==> config.mk <==
export PLATFORM = sky130hd
export DESIGN_NAME = edg_sched
export DESIGN_NICKNAME = d
export VERILOG_FILES = /design/src/rtl/edg_sched_pkg.sv /design/src/rtl/edg_lat_pipe.sv /design/src/rtl/edg_sched.sv
export SDC_FILE = /design/constraint.sdc
export NUM_CORES = 1
export LEC_CHECK = 0
export CORE_ASPECT_RATIO = 1.2
export CORE_MARGIN = 2
export CORE_UTILIZATION = 35
export CTS_CLUSTER_SIZE = 30
export DETAILED_ROUTE_END_ITERATION = 8
export DONT_BUFFER_PORTS = 1
export SLEW_MARGIN = 20
export SYNTH_ARGS = -nofsm -noshare
export SYNTH_HDL_FRONTEND = slang
export SYNTH_SLANG_ARGS = --single-unit
export TNS_END_PERCENT = 5
==> constraint.sdc <==
create_clock -name clk -period 2.5 [get_ports clk]
set_clock_uncertainty 0.2 [all_clocks]
set_input_delay 0.375 -clock clk [delete_from_list [all_inputs] [get_ports clk]]
set_output_delay 0.375 -clock clk [all_outputs]
set_load 0.1 [all_outputs]
==> src/rtl/edg_sched_pkg.sv <==
// Shared types and widths for the edge-detection frame scheduler.
package edg_sched_pkg;

  localparam int ADDR_W = 19;
  localparam int PAIR_W = 36;
  localparam int HC_W   = 11;

  typedef enum logic [2:0] {
    ST_IDLE,
    ST_REQ,
    ST_STREAM,
    ST_DRAIN,
    ST_NEXT,
    ST_DONE
  } state_e;

endpackage

==> src/rtl/edg_lat_pipe.sv <==
// Fixed-depth delay line carrying a valid tag and its pair address.
// Stage i becomes visible i+1 cycles after vld_i; vld_line_o exposes every
// stage so the parent can tap intermediate latencies and detect emptiness.
module edg_lat_pipe
  import edg_sched_pkg::*;
#(
  parameter int DEPTH = 6
) (
  input  logic              clk,
  input  logic              rst_n_i,
  input  logic              clr_i,
  input  logic              vld_i,
  input  logic [ADDR_W-1:0] addr_i,
  output logic              vld_o,
  output logic [ADDR_W-1:0] addr_o,
  output logic [DEPTH-1:0]  vld_line_o
);

  logic [DEPTH-1:0]  vld_q;
  logic [ADDR_W-1:0] addr_q [DEPTH];

  // Shift tags one stage per cycle; a clear drops every pending tag.
  always_ff @(posedge clk or negedge rst_n_i) begin
    if (!rst_n_i) begin
      vld_q <= '0;
      for (int i = 0; i < DEPTH; i++) addr_q[i] <= '0;
    end else if (clr_i) begin
      vld_q <= '0;
    end else begin
      vld_q[0]  <= vld_i;
      addr_q[0] <= addr_i;
      for (int i = 1; i < DEPTH; i++) begin
        vld_q[i]  <= vld_q[i-1];
        addr_q[i] <= addr_q[i-1];
      end
    end
  end

  assign vld_o      = vld_q[DEPTH-1];
  assign addr_o     = addr_q[DEPTH-1];
  assign vld_line_o = vld_q;

endmodule

==> src/rtl/edg_sched.sv <==
// Frame scheduler: streams frame-buffer pairs into the edge engine and
// writes the results back. Optional macro EDG_SCHED_STATS_EN adds the
// frame_cycles output (start-to-done cycle count of the last full frame).
//
// state  | meaning
// IDLE   | waiting for start
// REQ    | rd_req high, waiting for grant, hcount held at 0
// STREAM | one rd_en every second cycle for the line's pairs
// DRAIN  | waiting for the line's last write-back
// NEXT   | advance line counter
// DONE   | done pulse, back to IDLE
module edg_sched
  import edg_sched_pkg::*;
#(
  parameter int                HPIX    = 1024,
  parameter int                VLINES  = 768,
  parameter int                RD_LAT  = 2,
  parameter int                EDG_LAT = 4,
  parameter logic [ADDR_W-1:0] RD_BASE = '0,
  parameter logic [ADDR_W-1:0] WR_BASE = 19'h40000
) (
  input  logic              clk,
  input  logic              reset,
  input  logic              start,
  input  logic              gs_mode,
  input  logic              so_mode,
  output logic              busy,
  output logic              done,
  output logic              err,
  output logic              rd_req,
  input  logic              rd_gnt,
  output logic              rd_en,
  output logic [ADDR_W-1:0] rd_addr,
  input  logic [PAIR_W-1:0] rd_data,
  output logic [PAIR_W-1:0] two_pixel_vals,
  output logic [HC_W-1:0]   hcount,
  output logic              gs_switch,
  output logic              so_switch,
  input  logic [PAIR_W-1:0] proc_pixs,
  output logic              wr_en,
  output logic [ADDR_W-1:0] wr_addr,
  output logic [PAIR_W-1:0] wr_data
`ifdef EDG_SCHED_STATS_EN
  ,
  output logic [23:0]       frame_cycles
`endif
);

  localparam int              PAIRS     = HPIX / 2;
  localparam int              DEPTH     = RD_LAT + EDG_LAT;
  localparam logic [HC_W-1:0] K_LAST    = HC_W'(PAIRS - 1);
  localparam logic [15:0]     LINE_LAST = 16'(VLINES - 1);

  state_e            state_q, state_d;
  logic              abort;
  logic [HC_W-1:0]   k_q;
  logic              ph_q;
  logic [ADDR_W-1:0] off_q;
  logic [15:0]       line_q;
  logic              err_q, gs_q, so_q;
  logic [PAIR_W-1:0] tpv_q;
  logic [HC_W-1:0]   hc_q, pk_q;
  logic              sec_q;
  logic              tag_vld;
  logic [ADDR_W-1:0] tag_addr;
  logic [DEPTH-1:0]  vld_line;
  logic [DEPTH:0]    tap;
  logic              cap;
  logic              pipe_busy;

  // Write-back tag: the running pair offset (line*HPIX/2 + k) rides along.
  edg_lat_pipe #(.DEPTH(DEPTH)) u_pipe (
    .clk        (clk),
    .rst_n_i    (reset),
    .clr_i      (abort),
    .vld_i      (rd_en),
    .addr_i     (off_q),
    .vld_o      (tag_vld),
    .addr_o     (tag_addr),
    .vld_line_o (vld_line)
  );

  // tap[i] is rd_en delayed by i cycles; capture one cycle before presentation.
  assign tap       = {vld_line, rd_en};
  assign cap       = tap[RD_LAT-1];
  assign pipe_busy = |vld_line;

  // Next-state and strobe decode.
  always_comb begin
    state_d = state_q;
    busy    = 1'b0;
    done    = 1'b0;
    rd_req  = 1'b0;
    rd_en   = 1'b0;
    abort   = 1'b0;
    case (state_q)
      ST_IDLE: if (start) state_d = ST_REQ;
      ST_REQ: begin
        busy   = 1'b1;
        rd_req = 1'b1;
        if (rd_gnt) state_d = ST_STREAM;
      end
      ST_STREAM: begin
        busy   = 1'b1;
        rd_req = 1'b1;
        if (!rd_gnt) begin
          abort   = 1'b1;
          state_d = ST_IDLE;
        end else if (!ph_q) begin
          rd_en = 1'b1;
          if (k_q == K_LAST) state_d = ST_DRAIN;
        end
      end
      ST_DRAIN: begin
        busy = 1'b1;
        if (!pipe_busy) state_d = ST_NEXT;
      end
      ST_NEXT: begin
        busy    = 1'b1;
        state_d = (line_q == LINE_LAST) ? ST_DONE : ST_REQ;
      end
      ST_DONE: begin
        done    = 1'b1;
        state_d = ST_IDLE;
      end
      default: state_d = ST_IDLE;
    endcase
  end

  // State register plus line/pair counters, mode latches and sticky error.
  always_ff @(posedge clk or negedge reset) begin
    if (!reset) begin
      state_q <= ST_IDLE;
      k_q     <= '0;
      ph_q    <= 1'b0;
      off_q   <= '0;
      line_q  <= '0;
      err_q   <= 1'b0;
      gs_q    <= 1'b0;
      so_q    <= 1'b0;
    end else begin
      state_q <= state_d;
      if (state_q == ST_IDLE && start) begin
        gs_q   <= gs_mode;
        so_q   <= so_mode;
        err_q  <= 1'b0;
        line_q <= '0;
        off_q  <= '0;
      end
      if (abort) err_q <= 1'b1;
      if (state_q == ST_REQ) begin
        k_q  <= '0;
        ph_q <= 1'b0;
      end
      if (state_q == ST_STREAM) begin
        ph_q <= ~ph_q;
        if (rd_en) begin
          k_q   <= k_q + 1'b1;
          off_q <= off_q + 1'b1;
        end
      end
      if (state_q == ST_NEXT) line_q <= line_q + 1'b1;
    end
  end

  // Present each returned pair for two cycles with hcount 2k then 2k+1.
  always_ff @(posedge clk or negedge reset) begin
    if (!reset) begin
      tpv_q <= '0;
      hc_q  <= '0;
      pk_q  <= '0;
      sec_q <= 1'b0;
    end else if (abort) begin
      tpv_q <= '0;
      sec_q <= 1'b0;
    end else if (state_d == ST_REQ) begin
      tpv_q <= '0;
      hc_q  <= '0;
      pk_q  <= '0;
      sec_q <= 1'b0;
    end else if (cap) begin
      tpv_q <= rd_data;
      hc_q  <= {pk_q[HC_W-2:0], 1'b0};
      pk_q  <= pk_q + 1'b1;
      sec_q <= 1'b1;
    end else if (sec_q) begin
      hc_q  <= hc_q + 1'b1;
      sec_q <= 1'b0;
    end else begin
      tpv_q <= '0;
    end
  end

`ifdef EDG_SCHED_STATS_EN
  logic [23:0] cyc_q, fc_q;

  // Count from accepted start; publish only when the frame reaches DONE.
  always_ff @(posedge clk or negedge reset) begin
    if (!reset) begin
      cyc_q <= '0;
      fc_q  <= '0;
    end else begin
      if (state_q == ST_IDLE) cyc_q <= start ? 24'd1 : 24'd0;
      else if (cyc_q != '1)   cyc_q <= cyc_q + 1'b1;
      if (state_q == ST_DONE) fc_q <= cyc_q;
    end
  end

  assign frame_cycles = fc_q;
`endif

  assign err            = err_q;
  assign gs_switch      = gs_q;
  assign so_switch      = so_q;
  assign two_pixel_vals = tpv_q;
  assign hcount         = hc_q;
  assign rd_addr        = rd_en ? (RD_BASE + off_q) : '0;
  assign wr_en          = tag_vld;
  assign wr_addr        = tag_vld ? (WR_BASE + tag_addr) : '0;
  assign wr_data        = tag_vld ? proc_pixs : '0;

endmodule

* After elaboration in Yosys (flattened, before gate mapping)
Cells that the tools add are included.
** Storage, ports and cells
- Register bits after elaboration :: 232
- Input port bits :: 78
** Operators by class
- Add/subtract/negate cells :: 6
- Eq/ne operators :: 9
- Mux-type cells :: 44
- Bitwise gates (word level) :: 2
- Reductions and logical operators :: 12
** Operators with widths (count)
- 36-bit two-way mux :: 5
- 19-bit two-way mux :: 5
- 11-bit two-way mux :: 8
- 11-bit by 1-bit adder with 11-bit output (second input constant) :: 3
- 16-bit two-way mux :: 2
- 3-bit two-way mux :: 7
- 19-bit by 1-bit adder with 19-bit output (second input constant) :: 1
- 19-bit adder (first input constant) :: 1
- 16-bit by 1-bit adder with 16-bit output (second input constant) :: 1
- 16-bit by 10-bit == test with 1-bit output (second input constant) :: 1
- 1-bit two-way mux :: 15
- 3-bit case mux with 5 select lines :: 1
- 11-bit by 9-bit == test with 1-bit output (second input constant) :: 1
- 2-bit nonzero test :: 4
- 3-bit by 1-bit == test with 1-bit output (second input constant) :: 2
- 3-bit by 2-bit == test with 1-bit output (second input constant) :: 2
- 3-bit == test (second input constant) :: 2
- 6-bit two-way mux :: 1
- 6-bit OR reduction :: 1
- 4-bit by 2-bit inequality test with 1-bit output (second input constant) :: 1
- 2-bit AND reduction :: 2
- 4-bit OR reduction :: 1
- 3-bit zero test :: 1
- 3-bit nonzero test :: 1
- other kinds (3) :: 4

* Longest topological paths before layout
- Word-level depth :: 8
- Mapped depth :: 8

* Cells and area by module
A second synthesis with hierarchy kept.
** Second synthesis, totals
- Cells, all modules :: 853
- Area, all modules :: 10214.8 um^2
** By module, submodules not included
- edg_sched :: instances 1, cells each 580, area each 5606.6 um^2, sequential area each 2777.7 um^2
- edg_lat_pipe :: instances 1, cells each 273, area each 4608.2 um^2, sequential area each 3002.9 um^2

* Least setup slack after synthesis
Ideal clock, no wire load.
- Path type :: reg-to-output
- From :: register u_pipe.vld_q[5] (netlist: u_pipe.vld_line_o[5])
- To :: output wr_addr[18]
- Arrival :: 2.595 ns
- Required time :: 1.925 ns
- Path slack :: -0.670 ns
- Cell stages (with the launch flop) :: 3
- Path buffers :: 1
- Cell sequence :: dfrtp_1 clkbuf_1 nor2b_1
** Between the ends
- Word-level cells in the longest chain between the ends :: 1
** Ends and longest elaborated chain
- from (decl) :: RTL line edg_lat_pipe.sv:19 : logic [DEPTH-1:0] vld_q;
- from (signal, indexed assignment) :: RTL line edg_lat_pipe.sv:33 : vld_q[i] <= vld_q[i-1];
- 19-bit two-way mux :: RTL line edg_sched.sv:219 : assign wr_addr = tag_vld ? (WR_BASE + tag_addr) : '0;
- to (decl) :: RTL line edg_sched.sv:41 : output logic [ADDR_W-1:0] wr_addr,
Every way passes these cells.

* Worst setup path in the final report
- From :: register state_q[2]
- To :: output rd_addr[17]
** Between the ends
- Word-level cells in the longest chain between the ends :: 3
** Ends and longest elaborated chain
- from (decl) :: RTL line edg_sched.sv:54 : state_e state_q, state_d;
- from (signal assigned) :: RTL line edg_sched.sv:142 : state_q <= state_d;
- 3-bit by 2-bit == test with 1-bit output :: RTL line edg_sched.sv:96 : case (state_q)
- 1-bit two-way mux :: RTL line edg_sched.sv:96
- 19-bit two-way mux :: RTL line edg_sched.sv:217 : assign rd_addr = rd_en ? (RD_BASE + off_q) : '0;
- to (decl) :: RTL line edg_sched.sv:33 : output logic [ADDR_W-1:0] rd_addr,
Every way passes these cells.

==> impl_metrics.ini <==
[clocking]
clkSinkCount = 231
numCtsBuffers = 26
clk_latency_ns = 0.53
cts_root_buffer = clkbuf_16
hold_buffers = 39
cts_max_path_buffers = 3
cts_tree = built
htreeDepth = 1
clk_pin_slew_worst_paths_ns = 0.06

[setup_path]
rrSetupSlack_ns = 0.19
reg2reg_to = two_pixel_vals[11]
path_class = reg2out
crit_fanout = 9
start_kind = flip-flop
worstSetupEndpointType = output port
required_ns = 1.92
crit_arrival_ns = 1.92
reg2reg_depth = 7
rr_startpoint = line_q[0]

[floorplan]
core_sq_um = 28800
chipHeight_microns = 192
num_rows = 68
ios = 207
die_area_sq_um = 30700
floorplan.initialDensity = 0.356
die_w_microns = 160

[finish]
diodes = 0
drive_gt1_frac = 0.194
syn_to_final_growth_pct = 31.2
layout_common_cells = nand2_1 (387), dfrtp_1 (227), buf_4 (129)
fin_nets = 1342
final_core_util = 0.467
mostFrequentLayoutCell = nand2_1

[logic_synthesis]
synth_flop_cell = dfrtp_1
synth_edf_count = 0
syn_nets = 1173
postSynthAreaPerCell_sq_um = 9.41
ys_seq_area_frac = 0.564
synth.ff_latch_count = 231
synth.yosys.warnings = 0
async_reset_ff_frac = 1.00
syn_inst = 1090
synth_cell_types = 59
synth_area_sq_um = 10300

[routing]
avgRoutedWirePerCell_microns = 14.6
ant_nets = 0
drt_first_pass_iters = 4
wl_microns = 24300
vias = 8135
drc_errors = 0
drt_iter0_markers = 557
via_per_inst = 4.89

[status]
status = finished, violations left
violations = negative hold slack

[power]
power_frac_clock = 0.331
pwr-share-comb = 0.309
p_int_mw = 7.42
swShare = 0.373
leakagePower_nw = 6.72
seq_power_share = 0.360
ir_worst_vdd_uv = 698
p_switching_mw = 4.40
cellPowerDensity_nw_per_um2 = 878

[sta]
period_share = 1.00
fmax_mhz = 400
tns_ns = 0
drv_slew = 0
hold_viol = 231
whs_ns = -0.647
maxSlewHeadroom = 0.628
rsz0062_at_grt = yes
min_period_ns = 2.50
tightestPinTransition_ns = 0.557
worst_slack_ns = 0.000232
finalSetupViolations = 0

[place]
gp_congestion = 0.827
port_buffers = 0
post-place-ws_ns = 0.137
hpwl_microns = 15200

[global_routing]
grt_overflow_total = 0
grt_usage = 0.158
grt_pass1_wl_microns = 40400
grt_start_max_net_pins = 232
antenna_found_initial = 0
grt_pass1_vias = 8009

[min_path]
min_path_type = in2async

[flow_run]
max-cap-violations = 0
## synth_stat cells (3+ instances only)
library cell	number	area share
a22o_1	38	0.032
o211ai_1	3	0.0022
mux2i_1	17	0.017
nor4_1	6	0.0037
a221o_1	5	0.0049
nor4b_1	3	0.0026
inv_1	11	0.0040
dfrtp_1	231	0.56
nor2b_1	3	0.0018
or3_1	4	0.0024
buf_2	21	0.010
clkbuf_1	32	0.012
xor2_1	7	0.0060
o2bb2ai_1	5	0.0043
o21ai_1	3	0.0015
buf_6	5	0.0055
ha_1	5	0.0061
and3_1	28	0.017
a21oi_1	13	0.0063
nand4_1	15	0.0091
nand3b_1	6	0.0044
nor2_1	33	0.012
and2_1	60	0.037
nand2_1	387	0.14
xnor2_1	7	0.0060
nand3_1	38	0.019
o31ai_1	3	0.0022
nor3_1	17	0.0083
a31oi_1	19	0.012
o21ai_0	27	0.013
a21o_1	3	0.0022
## power groups by stage
| stage | logic [mW] | clock network, mW | registers (mW) |
|---|---|---|---|
| floorplan | 1.94 | 0 | 5.00 |
| global placement | 3.44 | 0 | 4.32 |
| detailed placement | 3.47 | 0 | 4.33 |
| CTS | 3.65 | 4.04 | 4.26 |
| global route | 3.90 | 4.18 | 4.30 |
| finish | 3.65 | 3.91 | 4.26 |
## sequential cells by signal, indices dropped and copies added, names as in the netlist
register,flops
state_q,3
two_pixel_vals,36
err,1
u_pipe.vld_line_o,6
hcount,11
u_pipe.addr_q,95
off_q,19
pk_q,10
k_q,11
gs_switch,1
ph_q,1
so_switch,1
line_q,16
u_pipe.addr_o,19
sec_q,1
## worst max-delay path: stages (launching register included)
cell and delay (ns):
dfrtp_2 0.41, buf_6 0.12, nor3b_4 0.18, buf_6 0.15, buf_8 0.14, and3_4 0.22
buf_12 0.17
## worst max-delay path by stage
stage | from | end | slack (ns)
after floorplan | u_pipe.vld_line_o[5] | wr_addr[10] | -0.27
after global placement | state_q[0] | off_q[14] | 0.19
after detailed placement | state_q[0] | off_q[14] | 0.14
after CTS | state_q[2] | rd_addr[16] | -0.03
after global routing | state_q[2] | rd_addr[17] | -0.06
final | state_q[2] | rd_addr[17] | 0.0002
## stage by stage
stage / cells / area [sq um] / total power, mW
after global routing: 1664 / 13500 / 12.4
after detailed placement: 1572 / 12000 / 7.80
after CTS: 1663 / 13400 / 11.9
after floorplan: 1090 / 10300 / 6.94
final: 1664 / 13500 / 11.8
after global placement: 1572 / 12000 / 7.76
## routing by layer
metal | track usage | up-vias | routed length, microns
met5 | 0 | - | 0
met4 | 0.0551 | 0 | 698
met3 | 0.0265 | 48 | 1380
met2 | 0.266 | 256 | 11500
met1 | 0.207 | 3820 | 10700
li1 | - | 4011 | -
## layout make-up
| cell class | count | area [sq um] |
|---|---|---|
| fill | 2712 | 15400 |
| timing repair buffer | 201 | 1970 |
| inverter | 14 | 55.1 |
| multi-input combinational | 785 | 4270 |
| clock buffer | 37 | 752 |
| sequential | 231 | 5790 |
| clock inverter | 11 | 150 |
| tap | 385 | 482 |
## cell families (layout without fill, tap and decap cells)
| kind of cell | count (synthesis) | after routing | share of synthesized area |
|---|---|---|---|
| and+or+nand+nor | 618 | 618 | 0.278 |
| DFF | 231 | 231 | 0.564 |
| AOI/OAI and AO/OA | 130 | 130 | 0.0897 |
| buffers and inverters | 74 | 263 | 0.0333 |
| muxes | 18 | 18 | 0.0177 |
| xor gates and xnor gates | 14 | 14 | 0.0120 |
| adders and majority gates | 5 | 5 | 0.00610 |
## what timing repair did
item                       CTS  global route
hold endpoints to repair   272           231
pin swaps                    1             0
setup endpoints to repair   21            33
buffers inserted             3             1
gates resized for setup     32             4
gates cloned                 1             0
No activity file was read; power rests on OpenSTA's default activity.
